## src/rtl/irq_pkg.sv

```systemverilog
// Shared types and constants for the interrupt entry/exit sequencer.
package irq_pkg;

    localparam int unsigned ADDR_W_DEF = 32;
    localparam int unsigned ACK_CNT_W  = 3;
    localparam int unsigned PC_RST_VAL = 0;

    typedef enum logic [1:0] {
        IDLE    = 2'd0,
        PEND    = 2'd1,
        ACK     = 2'd2,
        HANDLER = 2'd3
    } state_e;

endpackage

```

## src/rtl/irq_seq_en_reg.sv

```systemverilog
// Enable register cell with asynchronous active-high reset to a fixed value.
module irq_seq_en_reg #(
    parameter int unsigned W       = 32,
    parameter logic [W-1:0] RST_VAL = '0
) (
    input  logic         clk,
    input  logic         rst,
    input  logic         en,
    input  logic [W-1:0] d,
    output logic [W-1:0] q
);

    // Load d when enabled, otherwise hold.
    always_ff @(posedge clk or posedge rst) begin
        if (rst) begin
            q <= RST_VAL;
        end else if (en) begin
            q <= d;
        end
    end

endmodule

```

## src/rtl/irq_seq.sv

```systemverilog
// Interrupt entry/exit sequencer: takes irq at a retire boundary, saves epc,
// redirects fetch to the handler, acknowledges, and returns on eret.
module irq_seq
    import irq_pkg::*;
#(
    parameter int unsigned ADDR_W = ADDR_W_DEF,
    parameter int unsigned ACK_W  = 1
) (
    input  logic              clk,
    input  logic              rst,
    input  logic              irq,
    input  logic [ADDR_W-1:0] PC_handler,
    input  logic              retire,
    input  logic [ADDR_W-1:0] pc_next,
    input  logic              eret,
    input  logic              gie_set,
    input  logic              gie_val,
    output logic              iack,
    output logic              redirect,
    output logic [ADDR_W-1:0] redirect_pc,
    output logic [ADDR_W-1:0] epc,
    output logic              in_handler,
    output logic              gie
);

    localparam logic [ACK_CNT_W-1:0] ACK_CNT_INIT = ACK_CNT_W'(ACK_W - 1);
    localparam logic [ADDR_W-1:0]    PC_RST       = ADDR_W'(PC_RST_VAL);

    // Reject unsupported acknowledge lengths at elaboration.
    if (ACK_W < 1 || ACK_W > 8) begin : g_ack_w_check
        $error("irq_seq: ACK_W must be in 1..8");
    end

    state_e                 state_q, state_d;
    logic [ACK_CNT_W-1:0]   cnt_q, cnt_d;
    logic                   iack_q, iack_d;
    logic                   redirect_q, redirect_d;
    logic                   in_handler_q, in_handler_d;
    logic                   gie_q, gie_d;
    logic [ADDR_W-1:0]      epc_q;
    logic [ADDR_W-1:0]      redirect_pc_q, redirect_pc_d;
    logic                   epc_en;
    logic                   redirect_pc_en;
    logic                   take_c;
    logic                   exit_c;

    // Entry needs a retire boundary; a redirect just issued blocks it so
    // redirect pulses never abut.
    assign take_c = irq && gie_q && retire &&
                    ((state_q == IDLE && !redirect_q) || state_q == PEND);
    assign exit_c = (state_q == HANDLER) && retire && eret;

    // Next-state and registered-output logic.
    always_comb begin
        state_d       = state_q;
        cnt_d         = cnt_q;
        iack_d        = 1'b0;
        redirect_d    = 1'b0;
        in_handler_d  = in_handler_q;
        gie_d         = gie_q;
        redirect_pc_d = redirect_pc_q;
        redirect_pc_en = 1'b0;
        epc_en        = 1'b0;

        case (state_q)
            IDLE: begin
                if (gie_set) begin
                    gie_d = gie_val;
                end
                if (irq && gie_q && !take_c) begin
                    state_d = PEND;
                end
            end
            PEND: begin
                if (gie_set) begin
                    gie_d = gie_val;
                end
                if (!irq || !gie_q) begin
                    state_d = IDLE;
                end
            end
            ACK: begin
                if (cnt_q == '0) begin
                    state_d = HANDLER;
                end else begin
                    cnt_d  = cnt_q - 1'b1;
                    iack_d = 1'b1;
                end
            end
            HANDLER: begin
                if (exit_c) begin
                    state_d        = IDLE;
                    redirect_d     = 1'b1;
                    redirect_pc_d  = epc_q;
                    redirect_pc_en = 1'b1;
                    gie_d          = 1'b1;
                    in_handler_d   = 1'b0;
                end
            end
            default: begin
                state_d = IDLE;
            end
        endcase

        // Capture overrides the IDLE/PEND defaults, including any gie write.
        if (take_c) begin
            state_d        = ACK;
            cnt_d          = ACK_CNT_INIT;
            iack_d         = 1'b1;
            redirect_d     = 1'b1;
            redirect_pc_d  = PC_handler;
            redirect_pc_en = 1'b1;
            epc_en         = 1'b1;
            gie_d          = 1'b0;
            in_handler_d   = 1'b1;
        end
    end

    // State, counter and control-output registers.
    always_ff @(posedge clk or posedge rst) begin
        if (rst) begin
            state_q      <= IDLE;
            cnt_q        <= '0;
            iack_q       <= 1'b0;
            redirect_q   <= 1'b0;
            in_handler_q <= 1'b0;
            gie_q        <= 1'b0;
        end else begin
            state_q      <= state_d;
            cnt_q        <= cnt_d;
            iack_q       <= iack_d;
            redirect_q   <= redirect_d;
            in_handler_q <= in_handler_d;
            gie_q        <= gie_d;
        end
    end

    // Saved return PC; only an entry capture updates it.
    irq_seq_en_reg #(
        .W       (ADDR_W),
        .RST_VAL (PC_RST)
    ) u_epc_reg (
        .clk (clk),
        .rst (rst),
        .en  (epc_en),
        .d   (pc_next),
        .q   (epc_q)
    );

    // Fetch target: holds the handler address from capture, epc on exit.
    irq_seq_en_reg #(
        .W       (ADDR_W),
        .RST_VAL (PC_RST)
    ) u_redirect_pc_reg (
        .clk (clk),
        .rst (rst),
        .en  (redirect_pc_en),
        .d   (redirect_pc_d),
        .q   (redirect_pc_q)
    );

    assign iack        = iack_q;
    assign redirect    = redirect_q;
    assign redirect_pc = redirect_pc_q;
    assign epc         = epc_q;
    assign in_handler  = in_handler_q;
    assign gie         = gie_q;

endmodule

```

## config.mk

```make
export PLATFORM = sky130hd
export DESIGN_NAME = irq_seq
export DESIGN_NICKNAME = d
export VERILOG_FILES = /design/src/rtl/irq_pkg.sv /design/src/rtl/irq_seq_en_reg.sv /design/src/rtl/irq_seq.sv
export SDC_FILE = /design/constraint.sdc
export NUM_CORES = 1
export LEC_CHECK = 0
export ABC_CLOCK_PERIOD_IN_PS = 2460
export BUFFER_PORTS_ARGS = -buffer_cell sky130_fd_sc_hd__buf_4
export CORE_MARGIN = 1.5
export CORE_UTILIZATION = 50
export DETAILED_ROUTE_END_ITERATION = 16
export PLACE_DENSITY_LB_ADDON = 0.2
export SYNTH_ARGS = -nofsm -noshare
export SYNTH_HDL_FRONTEND = slang
export SYNTH_HIERARCHICAL = 1
export SYNTH_SLANG_ARGS = --single-unit
```

## constraint.sdc

```tcl
create_clock -name clk -period 2.46 [get_ports clk]
set_input_delay 0.123 -clock clk [delete_from_list [all_inputs] [get_ports clk]]
set_output_delay 0.123 -clock clk [all_outputs]
set_load 0.02 [all_outputs]
```

==> results.tsv <==
metric	value	unit
status	complete, no violations	
grt.total_usage	23.2	%
tritoncts_clock_tree	yes	
hold_path.startpoint	pc_next[0]	
number_of_max_cap_violations	0	
layout-drive-gt1-share	50.9	%
final_period_minus_worst_setup_slack	1.93	ns
final_net_count	526	
skew_pair_late_insertion_delay	0.35	ns
yosys.area.top_type	sky130_fd_sc_hd__dfrtp_1	
antenna_cells	0	
leakagePower	2.83	nW
worstPathRequired	2.70	ns
report.final.slew_viol_count	0	
synth.area.top_cells	sky130_fd_sc_hd__dfrtp_1 (47%), sky130_fd_sc_hd__mux2_4 (23%), sky130_fd_sc_hd__mux2i_1 (8.8%)	
clock_power_share	15.8	%
seqPwrFrac	33.8	%
post_synthesis_cell_area	3860	µm²
post_synth_num_cell_types	29	
start_util	52.4	%
detail_route.iter0.violations	142	
clk_pin_slew_worst_paths	0.08	ns
gr-total-overflow	0	
first_global_vias	3030	
routed_len_inst	17.2	µm
fp.dieW	90.9	µm
utilization_after_layout	73.3	%
antenna_violating_nets_left	0	
hold_buffers	21	
postSynthAreaPerCell	13.3	µm²
timing.critical_path.slowest_cell_delay	0.44	ns
peakVddDrop	0.672	mV
intPower	4.28	mW
p_comb_share	50.4	%
cts.sinks	73	
globalplace.congestion	0.793	
period_utilization	78.6	%
worst_r2r_startpoint	state_q[1]	
critical_path.reg2reg.endpoint	u_epc_reg/q[12]	
fin_total_pwr	6.82	mW
grt_max_degree	36	
die-height	90.9	µm
die-area	8260	µm²
power_switching_share	37.2	%
postCtsSetupRepairBufs	0	
grt_pass1_wl	15100	µm
mappedNetlistNets	364	
antenna_found_initial	0	
power_dens_cells	1260	nW/µm²
setup_slack_of_the_worst_register_to_register_path	0.53	ns
count_of_buffers_inserted_at_the_top_level_ports	138	
slew-limit-headroom	40.8	%
p_switching	2.54	mW
fillerInstances	525	
fp-row-count	31	
grt_setup_unrepaired	no	
finClkSkew	0.0117	ns
ctsHtreeMaxLevel	3	
cts_buffer_depth	2	
viasPerCell	5.22	
io_pins	139	
fin_hold_ws	0.0122	ns
endpoint_kind	register	
hold_viol	0	
class_of_the_tightest_hold_or_removal_check	input pin to register	
cts-buffers-inserted	9	
placeableCoreArea	7370	µm²
crit_fanout	32	
worstRegToRegCells	6	
post-route-worst-setup-slack	0.527	ns
syn_to_final_growth	39.8	%
postSynthCellCount	291	
cts_root_buffer	sky130_fd_sc_hd__clkbuf_8	
postRouteWirelength	9550	µm
timing.fmax	0.517	GHz
timing_worst_setup_path_type	register to register	
crit_chain	nand4b_4, or2_1, buf_4, inv_2, buf_12, mux2_2	
drc	0	
post_cts_resized	0	
setup-tns-final	0	ns
critical_path_arrival	2.17	ns
cp-start-kind	register	
report.final.setup_viol	0	
fraction_of_synthesized_cell_area_taken_by_the_top_area_cell_type	47.3	%
post-place-ws	0.536	ns
synth_sequential_area_ratio	47.3	%
ys_ff_latch	73	
first_pass_iters	4	
dpl.hpwl	6370	µm
tightest_slew	0.887	ns
ys_warn_count	6	
whs_endpoint	u_epc_reg/q[0]	
worst_path_max_delay_cell	sky130_fd_sc_hd__dfrtp_1	
via_count	2906	
hold_depth	2	
[kinds of logic after synthesis]
| family | after synthesis | synth area share [%] |
|---|---|---|
| adders and majority gates | 2 | 0.648 |
| DFF | 73 | 47.3 |
| buffers and inverters | 31 | 6.38 |
| muxes | 98 | 33.3 |
| and+or+nand+nor | 48 | 6.93 |
| AOI/OAI and AO/OA | 39 | 5.47 |
[synthesized netlist by cell type, drive strengths merged]
cell	count
nand3	2
clkbuf	5
a21oi	33
or2	1
a311o	1
buf	18
or3	1
o211ai	1
a2bb2oi	1
nand4b	1
nor2b	2
nor3	32
mux2i	34
inv	8
o22ai	1
and3	1
nand2	5
nand4	1
o21ai	1
dfrtp	73
o32ai	1
mux2	64
ha	2
nand3b	1
or4b	1
[state kept, by name, indices dropped and copies added (netlist names)]
name,flops
u_epc_reg/q,32
u_redirect_pc_reg/q,32
cnt_q,3
state_q,2
gie,1
iack,1
in_handler,1
redirect,1
[power by group through the flow]
stage	combinational, mW	clock, mW	sequential [mW]
2_1_floorplan	1.64	0	2.84
3_3_place_gp	3.33	0	2.29
3_5_place_dp	3.41	0	2.31
4_1_cts	3.44	1.09	2.30
5_1_grt	3.63	1.15	2.39
6_report	3.44	1.08	2.30
[final cells by class]
type | instances | area (µm²) | area share [%]
Sequential cell | 73 | 1830 | 33.8
Multi-Input combinational cell | 187 | 1800 | 33.3
Timing Repair Buffer | 174 | 1390 | 25.8
Clock buffer | 12 | 155 | 2.87
Tap cell | 99 | 124 | 2.29
Clock inverter | 4 | 75.1 | 1.39
Inverter | 8 | 30.0 | 0.556
[worst max path at each step]
stage	startpoint	endpoint	slack, ns	depth (start not counted)
CTS	state_q[1]	u_epc_reg/q[12]	0.52	6
finish	state_q[1]	u_epc_reg/q[12]	0.53	6
detailed placement	state_q[1]	u_epc_reg/q[12]	0.54	6
floorplan	redirect	u_redirect_pc_reg/q[0]	0.45	9
global route	state_q[1]	u_epc_reg/q[12]	0.43	6
global placement	state_q[1]	u_epc_reg/q[12]	0.57	6
[metrics by stage]
stage	area, µm²	std cells
after floorplan	3860	291
after global placement	4930	517
after detailed placement	4930	517
after CTS	5370	554
after global routing	5400	557
final	5400	557
[critical path, delay by kind of cell, from the launching register on]
family / cells / cell delay, ns
buf+inv: 3 / 0.54
flops: 1 / 0.44
mux: 1 / 0.36
simple gates: 2 / 0.47
[placed cells by master, fill, tap and decap left out, types with 2 or more instances in the layout]
| master | Yosys | final |
|---|---|---|
| sky130_fd_sc_hd__ha_1 | 2 | 2 |
| sky130_fd_sc_hd__mux2_4 | 60 | 60 |
| sky130_fd_sc_hd__bufinv_16 | 0 | 2 |
| sky130_fd_sc_hd__clkbuf_8 | 0 | 11 |
| sky130_fd_sc_hd__dlygate4sd3_1 | 0 | 24 |
| sky130_fd_sc_hd__mux2_2 | 4 | 4 |
| sky130_fd_sc_hd__clkinvlp_4 | 0 | 2 |
| sky130_fd_sc_hd__nor3_1 | 32 | 32 |
| sky130_fd_sc_hd__dfrtp_1 | 73 | 73 |
| sky130_fd_sc_hd__nand2_1 | 5 | 4 |
| sky130_fd_sc_hd__a21oi_1 | 33 | 33 |
| sky130_fd_sc_hd__inv_1 | 8 | 7 |
| sky130_fd_sc_hd__nand3_1 | 2 | 2 |
| sky130_fd_sc_hd__buf_12 | 6 | 2 |
| sky130_fd_sc_hd__buf_4 | 0 | 148 |
| sky130_fd_sc_hd__mux2i_1 | 34 | 34 |
[layer usage]
metal  global-route usage [%]  vias up  routed length [µm]
met5                        0        -                   0
met4                     7.55        0                 133
met3                     4.88       13                 463
met2                     39.3       99                4810
met1                     29.6     1424                4140
li1                         -     1370                   -
(Power assumes the default switching activity.)
